--- src/rtl/tt_vpu_ovi_pkg.sv ---
// Shared types and constants for the vector-load OVI side of the scoreboard drain handshake.
package tt_vpu_ovi_pkg;

  localparam int LQ_DEPTH = 8;
  localparam int LQID_W   = $clog2(LQ_DEPTH);

  typedef logic [LQID_W-1:0] lqid_t;

  typedef enum logic {
    IDLE  = 1'b0,
    DRAIN = 1'b1
  } drain_state_e;

endpackage

--- src/rtl/tt_load_drain_ovi.sv ---
// Load buffer that holds returned vector-load data per LQ entry and streams a completed
// load's entries, in lqid order, to VRF writeback when the scoreboard requests a drain.
module tt_load_drain_ovi #(
  parameter int LQ_DEPTH = tt_vpu_ovi_pkg::LQ_DEPTH,
  parameter int DATA_W   = 512,
  parameter int LQID_W   = $clog2(LQ_DEPTH),
  parameter int CNT_W    = LQID_W + 1
) (
  input  logic                clk,
  input  logic                reset_n,
  input  logic                i_drain_load_buffer,
  input  logic [CNT_W-1:0]    i_drain_ref_count,
  input  logic [LQID_W-1:0]   i_drain_lqid_start,
  output logic                o_draining_load_buffer,
  input  logic                i_ld_data_valid,
  input  logic [LQID_W-1:0]   i_ld_data_lqid,
  input  logic [DATA_W-1:0]   i_ld_data,
  output logic                o_wb_valid,
  output logic [LQID_W-1:0]   o_wb_lqid,
  output logic [DATA_W-1:0]   o_wb_data,
  input  logic                i_wb_ready,
  output logic                o_lq_commit,
  output logic [LQID_W-1:0]   o_dest_lqid,
  output logic [LQ_DEPTH-1:0] o_entry_ready,
  output logic                o_protocol_err
);

  import tt_vpu_ovi_pkg::*;

  drain_state_e        r_state;
  drain_state_e        w_state_next;
  logic [LQID_W-1:0]   r_cur_lqid;
  logic [LQID_W-1:0]   w_cur_lqid_next;
  logic [CNT_W-1:0]    r_remaining;
  logic [CNT_W-1:0]    w_remaining_next;
  logic [LQ_DEPTH-1:0] r_ready;
  logic [LQ_DEPTH-1:0] w_ready_next;
  logic                r_protocol_err;
  logic [DATA_W-1:0]   r_data [LQ_DEPTH];

  logic w_draining;
  logic w_wb_valid;
  logic w_fire;

  assign w_draining = (r_state == DRAIN);
  assign w_wb_valid = w_draining && r_ready[r_cur_lqid];
  assign w_fire     = w_wb_valid && i_wb_ready;

  always_ff @(posedge clk or negedge reset_n) begin
    if (!reset_n) begin
      r_state        <= IDLE;
      r_cur_lqid     <= '0;
      r_remaining    <= '0;
      r_ready        <= '0;
      r_protocol_err <= 1'b0;
    end else begin
      r_state     <= w_state_next;
      r_cur_lqid  <= w_cur_lqid_next;
      r_remaining <= w_remaining_next;
      r_ready     <= w_ready_next;
      if (i_ld_data_valid && r_ready[i_ld_data_lqid]) begin
        r_protocol_err <= 1'b1;
      end
    end
  end

  // Data array is left unreset so it can later be swapped for an SRAM macro.
  always_ff @(posedge clk) begin
    if (i_ld_data_valid) begin
      r_data[i_ld_data_lqid] <= i_ld_data;
    end
  end

  always_comb begin
    w_state_next     = r_state;
    w_cur_lqid_next  = r_cur_lqid;
    w_remaining_next = r_remaining;
    case (r_state)
      IDLE: begin
        if (i_drain_load_buffer) begin
          w_cur_lqid_next  = i_drain_lqid_start;
          w_remaining_next = i_drain_ref_count;
          if (i_drain_ref_count != '0) begin
            w_state_next = DRAIN;
          end
        end
      end
      DRAIN: begin
        if (w_fire) begin
          w_cur_lqid_next  = r_cur_lqid + LQID_W'(1);
          w_remaining_next = r_remaining - CNT_W'(1);
          if (r_remaining == CNT_W'(1)) begin
            w_state_next = IDLE;
          end
        end
      end
      default: w_state_next = IDLE;
    endcase
  end

  // A fill landing on the entry being retired wins, so the set is applied after the clear.
  always_comb begin
    w_ready_next = r_ready;
    if (w_fire) begin
      w_ready_next[r_cur_lqid] = 1'b0;
    end
    if (i_ld_data_valid) begin
      w_ready_next[i_ld_data_lqid] = 1'b1;
    end
  end

  assign o_draining_load_buffer = w_draining;
  assign o_wb_valid             = w_wb_valid;
  assign o_wb_lqid              = w_draining ? r_cur_lqid : '0;
  assign o_wb_data              = w_draining ? r_data[r_cur_lqid] : '0;
  assign o_lq_commit            = w_fire;
  assign o_dest_lqid            = w_fire ? r_cur_lqid : '0;
  assign o_entry_ready          = r_ready;
  assign o_protocol_err         = r_protocol_err;

endmodule

--- config.mk ---
export PLATFORM = sky130hd
export DESIGN_NAME = tt_load_drain_ovi
export DESIGN_NICKNAME = d
export VERILOG_FILES = /design/src/rtl/tt_vpu_ovi_pkg.sv /design/src/rtl/tt_load_drain_ovi.sv
export SDC_FILE = /design/constraint.sdc
export NUM_CORES = 2
export LEC_CHECK = 0
export BUFFER_PORTS_ARGS = -buffer_cell sky130_fd_sc_hd__buf_4
export CAP_MARGIN = 0
export CORE_MARGIN = 10
export CORE_UTILIZATION = 50
export DETAILED_ROUTE_END_ITERATION = 8
export GPL_ROUTABILITY_DRIVEN = 0
export PLACE_DENSITY = 0.75
export SLEW_MARGIN = 25
export SYNTH_ARGS = -nofsm -noshare
export SYNTH_HDL_FRONTEND = slang
export SYNTH_SLANG_ARGS = --single-unit
--- constraint.sdc ---
create_clock -name clk -period 2.96 [get_ports clk]
set_input_delay 0.592 -clock clk [delete_from_list [all_inputs] [get_ports clk]]
set_output_delay 0.592 -clock clk [all_outputs]
set_load 0.02 [all_outputs]
# After elaboration in Yosys (flattened, before gate mapping)
# Memory sizes are Yosys's and may differ from the RTL's.
# Cells that the tools add are included.
dict set report classes {
  add_sub_neg 2
  n_lt_le_gt_ge 4
  eq_ne 3
  muxes 26
  bitwise_logic 4
  n_reduce_logical 7
}
# operator count
set op_table {}
lappend op_table {{$mux W512} 1}
lappend op_table {{$mux W8} 2}
lappend op_table {{$mux W3} 4}
lappend op_table {{$mux W1} 10}
lappend op_table {{$and A8 B8 Y8} 1}
lappend op_table {{$lt A3 B4 Y1 const B} 2}
lappend op_table {{$mux W4} 2}
lappend op_table {{$not A8 Y8} 1}
lappend op_table {{$or A8 B8 Y8} 1}
lappend op_table {{$pmux W4 S2} 1}
lappend op_table {{$bmux W1 S3} 2}
lappend op_table {{$demux W1 S3} 2}
lappend op_table {{$ge A3 B1 Y1 const B} 2}
lappend op_table {{$pmux W3 S2} 1}
lappend op_table {{$logic_and A1 B1 Y1} 5}
lappend op_table {{$eq A4 B1 Y1 const B} 1}
lappend op_table {{$reduce_bool A4 Y1} 1}
lappend op_table {{$sub A4 B1 Y4 const B} 1}
lappend op_table {{$add A3 B1 Y3 const B} 1}
lappend op_table {{$ne A2 B1 Y1 const B} 1}
lappend op_table {{$ne A2 B2 Y1 const B} 1}
lappend op_table {{$pmux W1 S2} 1}
lappend op_table {{$reduce_and A2 Y1} 1}
lappend op_table {{$not A1 Y1} 1}
dict set report totals {
  regBits 17
  ram_bits 4096
  in_bits 527
  out_inout_bits 530
  elab_cells 52
  mem_count 1
}
# name depth word_bits read_ports rd_ports_with_merged_regs write_ports line
set memory_table {}
lappend memory_table {r_data 8 512 1 0 1 tt_load_drain_ovi.sv:39} ;# logic [DATA_W-1:0] r_data [LQ_DEPTH];

# Depth between registers and ports, before layout
dict set report logic_depth {
  depth_word 9
  mapped_depth 7
  depth_no_buf 6
}

# Least setup slack after synthesis
# No wires, ideal clock.
dict set report synth_timing {
  kind {input to register}
  start {input port i_ld_data_lqid[2]}
  end {memory r_data[0][0] (enable)}
  setup_time_ns 2.025
  arrival_time_ns 35.671
  required_ns 0.935
  slack_ns -34.736
  cell_stages 1
  n_path_buf 0
  path_cell_list {nor3_1}
}
# item line
set synth_rtl {}
lappend synth_rtl {{from (decl)} tt_load_drain_ovi.sv:16} ;# input logic [LQID_W-1:0] i_ld_data_lqid,
lappend synth_rtl {{to (decl)} tt_load_drain_ovi.sv:39}
# Straight into the memory's write port.

# Final worst setup path
dict set report layout_timing {
  start {register r_cur_lqid[0]}
  end {output port o_wb_data[185]}
}
dict set report layout_via {
  elab_chain_cells 2
}
# item line
set layout_lines {}
lappend layout_lines {{from (decl)} tt_load_drain_ovi.sv:32} ;# logic [LQID_W-1:0] r_cur_lqid;
lappend layout_lines {{from (signal assigned)} tt_load_drain_ovi.sv:58} ;# r_cur_lqid <= w_cur_lqid_next;
lappend layout_lines {{$mem_v2 Z8 W512} --}
lappend layout_lines {{$mux W512} tt_load_drain_ovi.sv:115} ;# assign o_wb_data = w_draining ? r_data[r_cur_lqid] : '0;
lappend layout_lines {{to (decl)} tt_load_drain_ovi.sv:20} ;# output logic [DATA_W-1:0] o_wb_data,
# No other way between the ends.

==> impl_metrics.py <==
metrics = {
    "worst_setup_path": {
        "end_kind": "output pin",
        "reg2reg_depth": 8,
        "cp_top_family": "buffers and inverters",
        "reg2reg_to": "r_cur_lqid[0]",
        "critPathMostFrequentCell": "buf_16",
        "cp.arrival_ns": 3.34,
        "r2r-start": "r_cur_lqid[0]",
        "path_cells": "buf_16 > buf_16 > buf_12 > clkbuf_16 > mux4_2 > mux2i_1 > nor2_1 > buf_4",
        "cp-start-kind": "flop",
        "crit_required_ns": 2.37,
        "cpMaxStageDelayCell": "mux4_2",
        "worst-path-max-fanout": 10,
        "setup.worst_path.class": "reg2out",
        "r2r_slack_ns": 0.18,
        "critical_path.max_stage_delay_ns": 0.51,
        "path_buf_inv": 5,
    },
    "hold_path": {
        "worstHoldStart": "i_drain_load_buffer",
        "worstHoldPathCells": 3,
        "min_to": "r_remaining[1]",
        "hold_path.class": "in2reg",
    },
    "global_routing": {
        "grt_usage_pct": 24.2,
        "first_global_vias": 83600,
        "grt_max_degree": 103,
        "antenna_found_initial": 114,
        "grt_pass1_wl_mm": 599,
        "grt.overflow.total": 0,
    },
    "clocking": {
        "insertion_delay_ns": 0.91,
        "cts-root-buf": "clkbuf_16",
        "cts_buffers": 397,
        "clock-sinks": 4113,
        "cts_tree": "built",
        "clock_path_buffers": 4,
        "clk_pin_slew_ns": 0.06,
        "htree_levels": 5,
    },
    "sta": {
        "fin_ws_ns": -0.973,
        "slew_viol_final": 0,
        "finalCriticalPeriod_ns": 3.93,
        "fin_skew_ns": 0.0299,
        "hold_viol_final": 0,
        "rsz0062_at_grt": "yes",
        "max_clock_freq_ghz": 0.254,
        "period_share_pct": 133,
        "setup_viol": 520,
        "tightest_slew_ns": 0.925,
        "finalSetupTns_ns": -378.57,
        "slew_headroom_pct": 37.9,
    },
    "synthesis": {
        "synth.cell_area_um2": 156000,
        "avgSynthCellArea_um2": 23.3,
        "synth-simple-area-share_pct": 1.58,
        "synth_mux_area_share_pct": 17.7,
        "synthFlopType": "edfxtp_1",
        "synthTopCellsByCount": "4096 x edfxtp_1, 1026 x mux4_2, 462 x nor2_1",
        "syn_inst": 6681,
        "synth_compound_gate_area_share_pct": 0.348,
        "ys_seq_area_share_pct": 79.2,
        "ys_ff_latch": 4113,
        "yosys.area.top_type_share_pct": 78.9,
        "synth-xor-area-share_pct": 0,
        "synth_area_leaders": "edfxtp_1 79%, mux4_2 15%, mux2i_1 2.9%, nor2_1 1.1%, clkbuf_1 0.38%",
        "synth.distinct_cells": 42,
        "synth_top_family_by_area": "multiplexers",
        "yosysWarningCount": 0,
        "synthArstFlopShare_pct": 0.413,
        "synth-edff-count": 4096,
        "yosysMostFrequentCell": "edfxtp_1",
        "synthesis.nets": 7211,
        "yosys.area_share.adder_pct": 0.0241,
        "synth_area_leader_cell": "edfxtp_1",
    },
    "power_and_ir_drop": {
        "clockPowerShare_pct": 27.5,
        "leakage_nw": 65.3,
        "pwr-share-seq_pct": 36.5,
        "p_sw_w": 0.0577,
        "swShare_pct": 31.4,
        "ir_worst_vdd_mv": 1.10,
        "combPwrFrac_pct": 36.0,
        "power_density_nw_per_um2": 938,
        "intPower_w": 0.126,
    },
    "place": {
        "place_hpwl_mm": 246,
        "place_inst": 12000,
        "port_buffers": 1056,
        "place_area_um2": 173000,
        "pre_cts_ws_ns": -0.0229,
    },
    "cells_and_area": {
        "drive_above_1_share_pct": 37.4,
        "instances_no_fill": 13500,
        "syn_to_final_growth_pct": 25.5,
        "fin_area_um2": 196000,
        "fillers": 19300,
        "nets": 9448,
    },
    "outcome": {
        "violations": "negative setup slack",
        "outcome": "complete, but fails checks",
    },
    "route": {
        "routed_wl_mm": 427,
        "wire_per_inst_um": 31.7,
        "antenna_left": 0,
        "dr.pass1.iters": 5,
        "drc": 0,
        "drt_iter0_markers": 10100,
        "vias_per_cell": 6.10,
        "num_vias": 82200,
    },
    "floorplan": {
        "initial_core_util_pct": 50.3,
        "rows": 204,
        "dieArea_um2": 334000,
        "coreArea_um2": 310000,
        "io_pins": 1057,
        "die_y_um": 578,
        "die_x_um": 578,
    },
    "run": {
        "drv_cap": 0,
    },
}
cell usage in the layout, fill, tap and decap left out, types with 5 or more instances in the layout:
cell	count
edfxtp_1	4096
buf_4	1332
mux4_2	1026
dlygate4sd3_1	522
clkbuf_16	415
nor2_1	414
mux2i_1	339
buf_12	176
nand2_1	124
diode_2	105
clkinv_1	91
clkbuf_1	85
buf_6	72
clkinv_2	64
mux2i_2	56
a21oi_1	53
mux2i_4	52
buf_16	51
bufinv_16	41
nor2_2	33
nand2_2	19
nor2_4	16
dfrtp_1	14
a21oi_2	13
buf_8	13
clkinv_16	12
clkinvlp_4	12
bufbuf_16	11
a21oi_4	7
and2_1	5
nand2b_1	5
o31ai_1	5
inv_6	5
per-stage QoR:
stage | hold slack, ns | power [W] | utilization (%)
2_1_floorplan | 0.296 | 0.101 | -
3_3_place_gp | 0.452 | 0.124 | 56.0
3_5_place_dp | 0.450 | 0.125 | 56.0
4_1_cts | 0.0469 | 0.181 | 62.7
5_1_grt | 0.124 | 0.189 | 63.2
6_report | 0.145 | 0.184 | 63.2
power groups by stage:
| stage | sequential (W) | clock, W | combinational (W) |
|---|---|---|---|
| 6_report | 0.0669 | 0.0505 | 0.0661 |
| 5_1_grt | 0.0670 | 0.0534 | 0.0689 |
| 4_1_cts | 0.0668 | 0.0508 | 0.0633 |
| 3_5_place_dp | 0.0680 | 0 | 0.0571 |
| 2_1_floorplan | 0.0681 | 0 | 0.0332 |
| 3_3_place_gp | 0.0678 | 0 | 0.0565 |
worst reg2reg max path, delay by kind of cell, from the launching register on:
family / cells / cell delay, ns
AOI/OAI and AO/OA: 1 / 0.30
buffers and inverters: 3 / 0.55
DFF: 1 / 0.53
muxes: 1 / 0.25
and+or+nand+nor: 3 / 0.96
registers in the layout (all words and copies together), names as in the netlist:
| register | flops |
|---|---|
| o_entry_ready | 8 |
| o_protocol_err | 1 |
| r_cur_lqid | 3 |
| r_remaining | 4 |
| o_draining_load_buffer | 1 |
| r_data | 4096 |
final cells by class:
| cell class | count | area, µm² | share of cell area [%] |
|---|---|---|---|
| clock inverter | 237 | 2570 | 1.31 |
| antenna | 105 | 263 | 0.134 |
| multi-input combinational | 2209 | 31900 | 16.3 |
| inverter | 6 | 30.0 | 0.0153 |
| sequential | 4113 | 123000 | 63.1 |
| timing repair buffer | 2191 | 21900 | 11.2 |
| clock buffer | 488 | 10400 | 5.31 |
| tap | 4120 | 5150 | 2.63 |
timing repair:
item | 4_1_cts | 5_1_grt
hold endpoints to repair | 4122 | 0
pin swaps | 17 | 6
endpoints found under the setup margin | 520 | 520
gates cloned | 31 | 14
gates resized for setup | 270 | 178
setup buffers | 48 | 20
hold buffers | 522 | 0
layer usage:
layer  track usage [%]  wire length, µm  vias to the layer above
met3              5.89            44500                      874
li1                  -                -                    32700
met4              7.67            16000                       78
met1              32.0           153000                    43200
met5                 0              498                        -
met2              40.0           213000                     5389
cell families after synthesis:
kind of cell / count (synthesis)
mux: 1475
simple gates: 635
fa+ha+maj: 3
compound gates: 96
buf+inv: 359
flops: 4113
worst max-delay path by stage:
stage | start | endpoint | cells past startpoint
finish | r_cur_lqid[0] | o_wb_data[185] | 8
global route | r_cur_lqid[0] | o_wb_data[185] | 8
CTS | r_cur_lqid[0] | o_wb_data[214] | 10
detailed placement | r_cur_lqid[0] | o_wb_data[204] | 7
global placement | r_cur_lqid[0] | o_wb_data[163] | 7
floorplan | i_ld_data_lqid[0] | r_data[0][0] | 2
Note: power is estimated with default switching activity, not from simulation.
